==> src/rtl/ibex_multdiv_iter.sv <==
// Iterative RV32M multiplier/divider that time-shares the ALU adder:
// 32 shift-add or restoring-divide steps, then one cycle of sign fix-up.
module ibex_multdiv_iter (
   input  logic        clk_i,
   input  logic        rst_i,
   input  logic        start_i,
   input  logic [2:0]  md_op_i,
   input  logic [31:0] op_a_i,
   input  logic [31:0] op_b_i,
   input  logic        kill_i,
   output logic        ready_o,
   output logic        valid_o,
   output logic [31:0] result_o,
   output logic        multdiv_sel_o,
   output logic [32:0] multdiv_operand_a_o,
   output logic [32:0] multdiv_operand_b_o,
   input  logic [33:0] alu_adder_ext_i
);

   localparam logic [2:0] OP_MUL    = 3'd0;
   localparam logic [2:0] OP_MULH   = 3'd1;
   localparam logic [2:0] OP_MULHSU = 3'd2;
   localparam logic [2:0] OP_MULHU  = 3'd3;
   localparam logic [2:0] OP_DIV    = 3'd4;
   localparam logic [2:0] OP_DIVU   = 3'd5;
   localparam logic [2:0] OP_REM    = 3'd6;
   localparam logic [2:0] OP_REMU   = 3'd7;

   typedef enum logic [1:0] {
      IDLE   = 2'd0,
      ITER   = 2'd1,
      FINISH = 2'd2
   } state_t;

   state_t      state_reg, state_next;
   logic [31:0] acc_reg, acc_next;      // product high word / partial remainder
   logic [31:0] mpl_reg, mpl_next;      // multiplier (shifts out) / quotient (shifts in)
   logic [31:0] mcand_reg, mcand_next;  // multiplicand / divisor magnitude
   logic [4:0]  cnt_reg, cnt_next;
   logic [2:0]  op_reg, op_next;
   logic        neg_reg, neg_next;
   logic        div_zero_reg, div_zero_next;
   logic [31:0] result_reg, result_next;

   logic        sa, sb;
   logic [31:0] mag_a, mag_b;
   logic [32:0] div_t;
   logic [31:0] adder_sum;
   logic        adder_carry;
   logic [63:0] prod_fix;
   logic [31:0] quot_fix, rem_fix, fin_result;
   logic        unused_ext;

   assign adder_sum   = alu_adder_ext_i[32:1];
   assign adder_carry = alu_adder_ext_i[33];
   assign unused_ext  = alu_adder_ext_i[0];
   assign div_t       = {acc_reg, mpl_reg[31]};

   always_comb begin
      sa = 1'b0;
      sb = 1'b0;
      if (md_op_i == OP_MULH || md_op_i == OP_MULHSU ||
          md_op_i == OP_DIV  || md_op_i == OP_REM) begin
         sa = op_a_i[31];
      end
      if (md_op_i == OP_MULH || md_op_i == OP_DIV || md_op_i == OP_REM) begin
         sb = op_b_i[31];
      end
      mag_a = sa ? (~op_a_i + 32'd1) : op_a_i;
      mag_b = sb ? (~op_b_i + 32'd1) : op_b_i;
   end

   // Divide-by-zero leaves the dividend magnitude in acc, so only the quotient needs forcing.
   always_comb begin
      prod_fix   = neg_reg ? (~{acc_reg, mpl_reg} + 64'd1) : {acc_reg, mpl_reg};
      quot_fix   = div_zero_reg ? 32'hFFFF_FFFF : (neg_reg ? (~mpl_reg + 32'd1) : mpl_reg);
      rem_fix    = neg_reg ? (~acc_reg + 32'd1) : acc_reg;
      fin_result = 32'd0;
      case (op_reg)
         OP_MUL:                        fin_result = prod_fix[31:0];
         OP_MULH, OP_MULHSU, OP_MULHU:  fin_result = prod_fix[63:32];
         OP_DIV, OP_DIVU:               fin_result = quot_fix;
         OP_REM, OP_REMU:               fin_result = rem_fix;
         default:                       fin_result = 32'd0;
      endcase
   end

   always_comb begin
      state_next          = state_reg;
      acc_next            = acc_reg;
      mpl_next            = mpl_reg;
      mcand_next          = mcand_reg;
      cnt_next            = cnt_reg;
      op_next             = op_reg;
      neg_next            = neg_reg;
      div_zero_next       = div_zero_reg;
      result_next         = result_reg;
      ready_o             = 1'b0;
      valid_o             = 1'b0;
      result_o            = result_reg;
      multdiv_sel_o       = 1'b0;
      multdiv_operand_a_o = 33'd0;
      multdiv_operand_b_o = 33'd0;

      case (state_reg)
         IDLE: begin
            ready_o = 1'b1;
            if (start_i) begin
               state_next    = ITER;
               cnt_next      = 5'd31;
               op_next       = md_op_i;
               acc_next      = 32'd0;
               mpl_next      = md_op_i[2] ? mag_a : mag_b;
               mcand_next    = md_op_i[2] ? mag_b : mag_a;
               neg_next      = (md_op_i == OP_REM) ? sa : (sa ^ sb);
               div_zero_next = (op_b_i == 32'd0);
            end
         end
         ITER: begin
            multdiv_sel_o = 1'b1;
            cnt_next      = cnt_reg - 5'd1;
            if (op_reg[2]) begin
               multdiv_operand_a_o = {div_t[31:0], 1'b1};
               multdiv_operand_b_o = {~mcand_reg, 1'b1};
               if (div_t[32] || adder_carry) begin
                  acc_next = adder_sum;
                  mpl_next = {mpl_reg[30:0], 1'b1};
               end else begin
                  acc_next = div_t[31:0];
                  mpl_next = {mpl_reg[30:0], 1'b0};
               end
            end else begin
               multdiv_operand_a_o = {acc_reg, 1'b1};
               multdiv_operand_b_o = {(mpl_reg[0] ? mcand_reg : 32'd0), 1'b0};
               acc_next = {adder_carry, adder_sum[31:1]};
               mpl_next = {adder_sum[0], mpl_reg[31:1]};
            end
            if (cnt_reg == 5'd0) begin
               state_next = FINISH;
            end
            if (kill_i) begin
               state_next = IDLE;
            end
         end
         FINISH: begin
            state_next = IDLE;
            if (!kill_i) begin
               valid_o     = 1'b1;
               result_o    = fin_result;
               result_next = fin_result;
            end
         end
         default: state_next = IDLE;
      endcase
   end

   always_ff @(posedge clk_i) begin
      if (rst_i) begin
         state_reg    <= IDLE;
         acc_reg      <= 32'd0;
         mpl_reg      <= 32'd0;
         mcand_reg    <= 32'd0;
         cnt_reg      <= 5'd0;
         op_reg       <= 3'd0;
         neg_reg      <= 1'b0;
         div_zero_reg <= 1'b0;
         result_reg   <= 32'd0;
      end else begin
         state_reg    <= state_next;
         acc_reg      <= acc_next;
         mpl_reg      <= mpl_next;
         mcand_reg    <= mcand_next;
         cnt_reg      <= cnt_next;
         op_reg       <= op_next;
         neg_reg      <= neg_next;
         div_zero_reg <= div_zero_next;
         result_reg   <= result_next;
      end
   end

endmodule

==> config.mk <==
export PLATFORM = sky130hd
export DESIGN_NAME = ibex_multdiv_iter
export DESIGN_NICKNAME = d
export VERILOG_FILES = /design/src/rtl/ibex_multdiv_iter.sv
export SDC_FILE = /design/constraint.sdc
export NUM_CORES = 1
export LEC_CHECK = 0
export ABC_AREA = 1
export ABC_CLOCK_PERIOD_IN_PS = 4350
export CORE_MARGIN = 4
export CORE_UTILIZATION = 30
export DETAILED_ROUTE_END_ITERATION = 8
export PLACE_DENSITY_LB_ADDON = 0.2
export SKIP_CTS_REPAIR_TIMING = 1
export SLEW_MARGIN = 10
export SYNTH_ARGS = -nofsm -noshare
export SYNTH_HDL_FRONTEND = slang
export SYNTH_SLANG_ARGS = --single-unit
==> constraint.sdc <==
create_clock -name clk_i -period 4.35 [get_ports clk_i]
set_clock_uncertainty 0.05 [all_clocks]
set_input_delay 0.87 -clock clk_i [delete_from_list [all_inputs] [get_ports clk_i]]
set_output_delay 0.87 -clock clk_i [all_outputs]
set_load 0.05 [all_outputs]
==> metrics.yaml <==
synthesis:
  synth_top_cell_area_share: 0.2077
  ys_async_sr_fraction: 0
  syn_avg_cell_area_um2: 5.545
  synth-warning-count: 0
  synth_seq_cells: 140
  mappedNetlistArea_um2: 13700
  synth_top_family_by_area: "simple AND/OR/NAND/NOR gates"
  synth.net_count: 2581
  yosysSeqAreaShare: 0.2046
  synth_mux_area_frac: 0
  synth-adder-area-share: 0.005481
  postSynthCellCount: 2470
  synth_edf_count: 0
  synth_flop_cell: "dfxtp_1"
  synthXorXnorAreaFrac: 0.03325
  synth_simple_gate_area_share: 0.4050
  synth.distinct_cells: 45
  synth_top_area_cell: "nand2_1"
  synth_area_leaders: "nand2_1, dfxtp_1, a21oi_1, nand3_1, nor2_1"
  synth_compound_area_frac: 0.2435
job:
  drv_cap: 0
critical_path:
  crit_fanout: 7
  reg2reg_setup_slack_ps: 1760
  path_class: "flip-flop to output pin"
  end_kind: "output pin"
  critPathRequiredTime_ps: 3430
  worstPathArrival_ps: 3030
  cp-start-kind: "flip-flop"
cts:
  h-tree-depth: 4
  clock_latency_ps: 460
  clk_pin_slew_ps: 60
  cts_made_buffers: 17
  root_buffer: "clkbuf_16"
  clk_path_buf_depth: 2
  cts_tree: "yes"
  cts.sinks: 140
die:
  io_pins: 206
  start_util: 0.3024
  die-width_um: 221.7
  coreArea_um2: 45280
  rows: 78
  dieArea_um2: 49140
  die_h_um: 221.7
finish:
  area_growth_pct: 24.88
  antenna_cells: 0
  layout.cells.non_filler: 3204
  fillerInstances: 5089
  design_area_um2: 17100
  final_nets: 2702
  drive_gt1_frac: 0.07488
pwr:
  ir_drop_v: 0.0002195
  p_comb_frac: 0.410
  clock_power_share: 0.294
  p_switching_w: 0.002226
  p_sw_frac: 0.4364
  p_total_w: 0.005100
  power.leakage_nw: 7.558
  powerDensity_nw_per_um2: 298.2
  p_seq_frac: 0.296
  p_int_w: 0.002875
min_path:
  min_path_type: "flip-flop to flip-flop"
routing:
  routedWlPerCell_um: 19.76
  via_count: 16741
  drt_iter0_drc: 1436
  drtAntennaViolNets: 0
  totalWireLength_mm: 63.30
  drc: 0
  first_pass_iters: 5
  vias_per_cell: 5.225
global_routing:
  first_global_vias: 15697
  grt_pass1_wl_mm: 95.63
  antenna_found_initial: 0
  grt-ovfl-total: 0
  globalRouteMet2Util: 0.4224
  track_usage: 0.2483
  busiest_layer: "met2"
  use_met1: 0.3116
  grt_max_degree: 96
  grt.met3_usage: 0.03720
sta:
  hold_viol_final: 0
  period_minus_slack_ps: 3945
  max_freq_ghz: 0.2535
  setup_violations: 0
  slew_viol_final: 0
  rsz0062_at_grt: "false"
  slew_headroom: 0.3221
  worst_pin_slew_ps: 1017
  post-route-period-util: 0.9070
  setup_tns_ps: 0
  setup_ws_ps: 404.5
placed_design:
  placed_area_um2: 16520
  io_buffers: 204
  place.gp.congestion: 1.030
  place_ws_ps: 755.5
  hpwl_mm: 49.70
  dp_cells: 3172
run_status:
  status: "completed"
power groups by stage:
stage          registers (W)  clock network [W]  logic, W
2_1_floorplan        0.00147                  0   0.00138
3_3_place_gp         0.00154                  0   0.00204
3_5_place_dp         0.00154                  0   0.00206
4_1_cts              0.00151            0.00153   0.00207
5_1_grt              0.00153            0.00158   0.00228
6_report             0.00151            0.00150   0.00209
worst paths after layout:
path | start | to | cells after the start
worst max-delay path | acc_reg[0]$_SDFFE_PP0P_ | result_o[22] | 15
worst min-delay path | result_reg[18]$_SDFF_PP0_ | result_reg[18]$_SDFF_PP0_ | 2
worst max register to register | state_reg[1]$_SDFFE_PP0P_ | mcand_reg[3]$_SDFFE_PP0P_ | 7
worst min register to register | result_reg[18]$_SDFF_PP0_ | result_reg[18]$_SDFF_PP0_ | 2
cell families (layout without fill, tap and decap cells):
kind of cell    count (synthesis)  in the layout
flops                         140            140
xor+xnor                       52             52
simple gates                 1312           1312
fa+ha+maj                       6              6
buf+inv                       378            512
compound gates                582            582
synthesized netlist by cell type, drive strengths merged, types with 7 or more instances:
cell      n
a211oi   36
a21oi   247
a31oi     7
buf      51
clkbuf   88
dfxtp   140
inv     235
nand2   781
nand3   215
nand4    20
nor2    265
nor3     13
o211ai   82
o21ai   201
or2       8
xor2     47
critical path, cell delays in order (launching register included):
cell and delay (ps):
dfxtp_1 300, buf_4 170, inv_1 220, ha_1 260
nand3_1 90, nand2_1 140, inv_1 60, nor2_1 360
nand3_1 130, nand3_1 180, nand2_1 80, nor2_1 90
nand2_1 60, nand2_1 120, nand2_1 130, buf_12 170
per-stage QoR:
step	util	hold slack, ps
2_1_floorplan	-	402.7
3_3_place_gp	0.3648	410.8
3_5_place_dp	0.3648	413.9
4_1_cts	0.3777	423.5
5_1_grt	0.3777	438.8
6_report	0.3777	423.0
layer usage:
layer	vias to the layer above	routed length, um
li1	8346	-
met1	7698	26650
met3	96	3471
met4	0	3166
met2	601	30010
met5	-	0
cells in the final DEF (no fill, tap or decap), types with 17 or more instances in the layout:
cell type and count:
nand2_1 758, nor2_1 238, a21oi_1 237, inv_1 225, nand3_1 212, clkdlybuf4s50_1 169, o21ai_0 157, dfxtp_1 138
o211ai_1 82, xor2_1 47, buf_4 38, a211oi_1 36, o21ai_1 35, buf_12 33, nor2_2 21, nand4_1 20
clkbuf_16 17
area by class of cell:
class	instances	area (um^2)	share of cell area
repair buffers	241	2643	0.1545
multi-input cells	1952	9422	0.5509
clock buffers	19	442.9	0.02590
inverters	239	897.1	0.05245
flip-flops and latches	140	2808	0.1642
clock inverters	13	140.1	0.008194
well taps	600	750.7	0.04389
No activity file was read; power rests on OpenSTA's default activity.
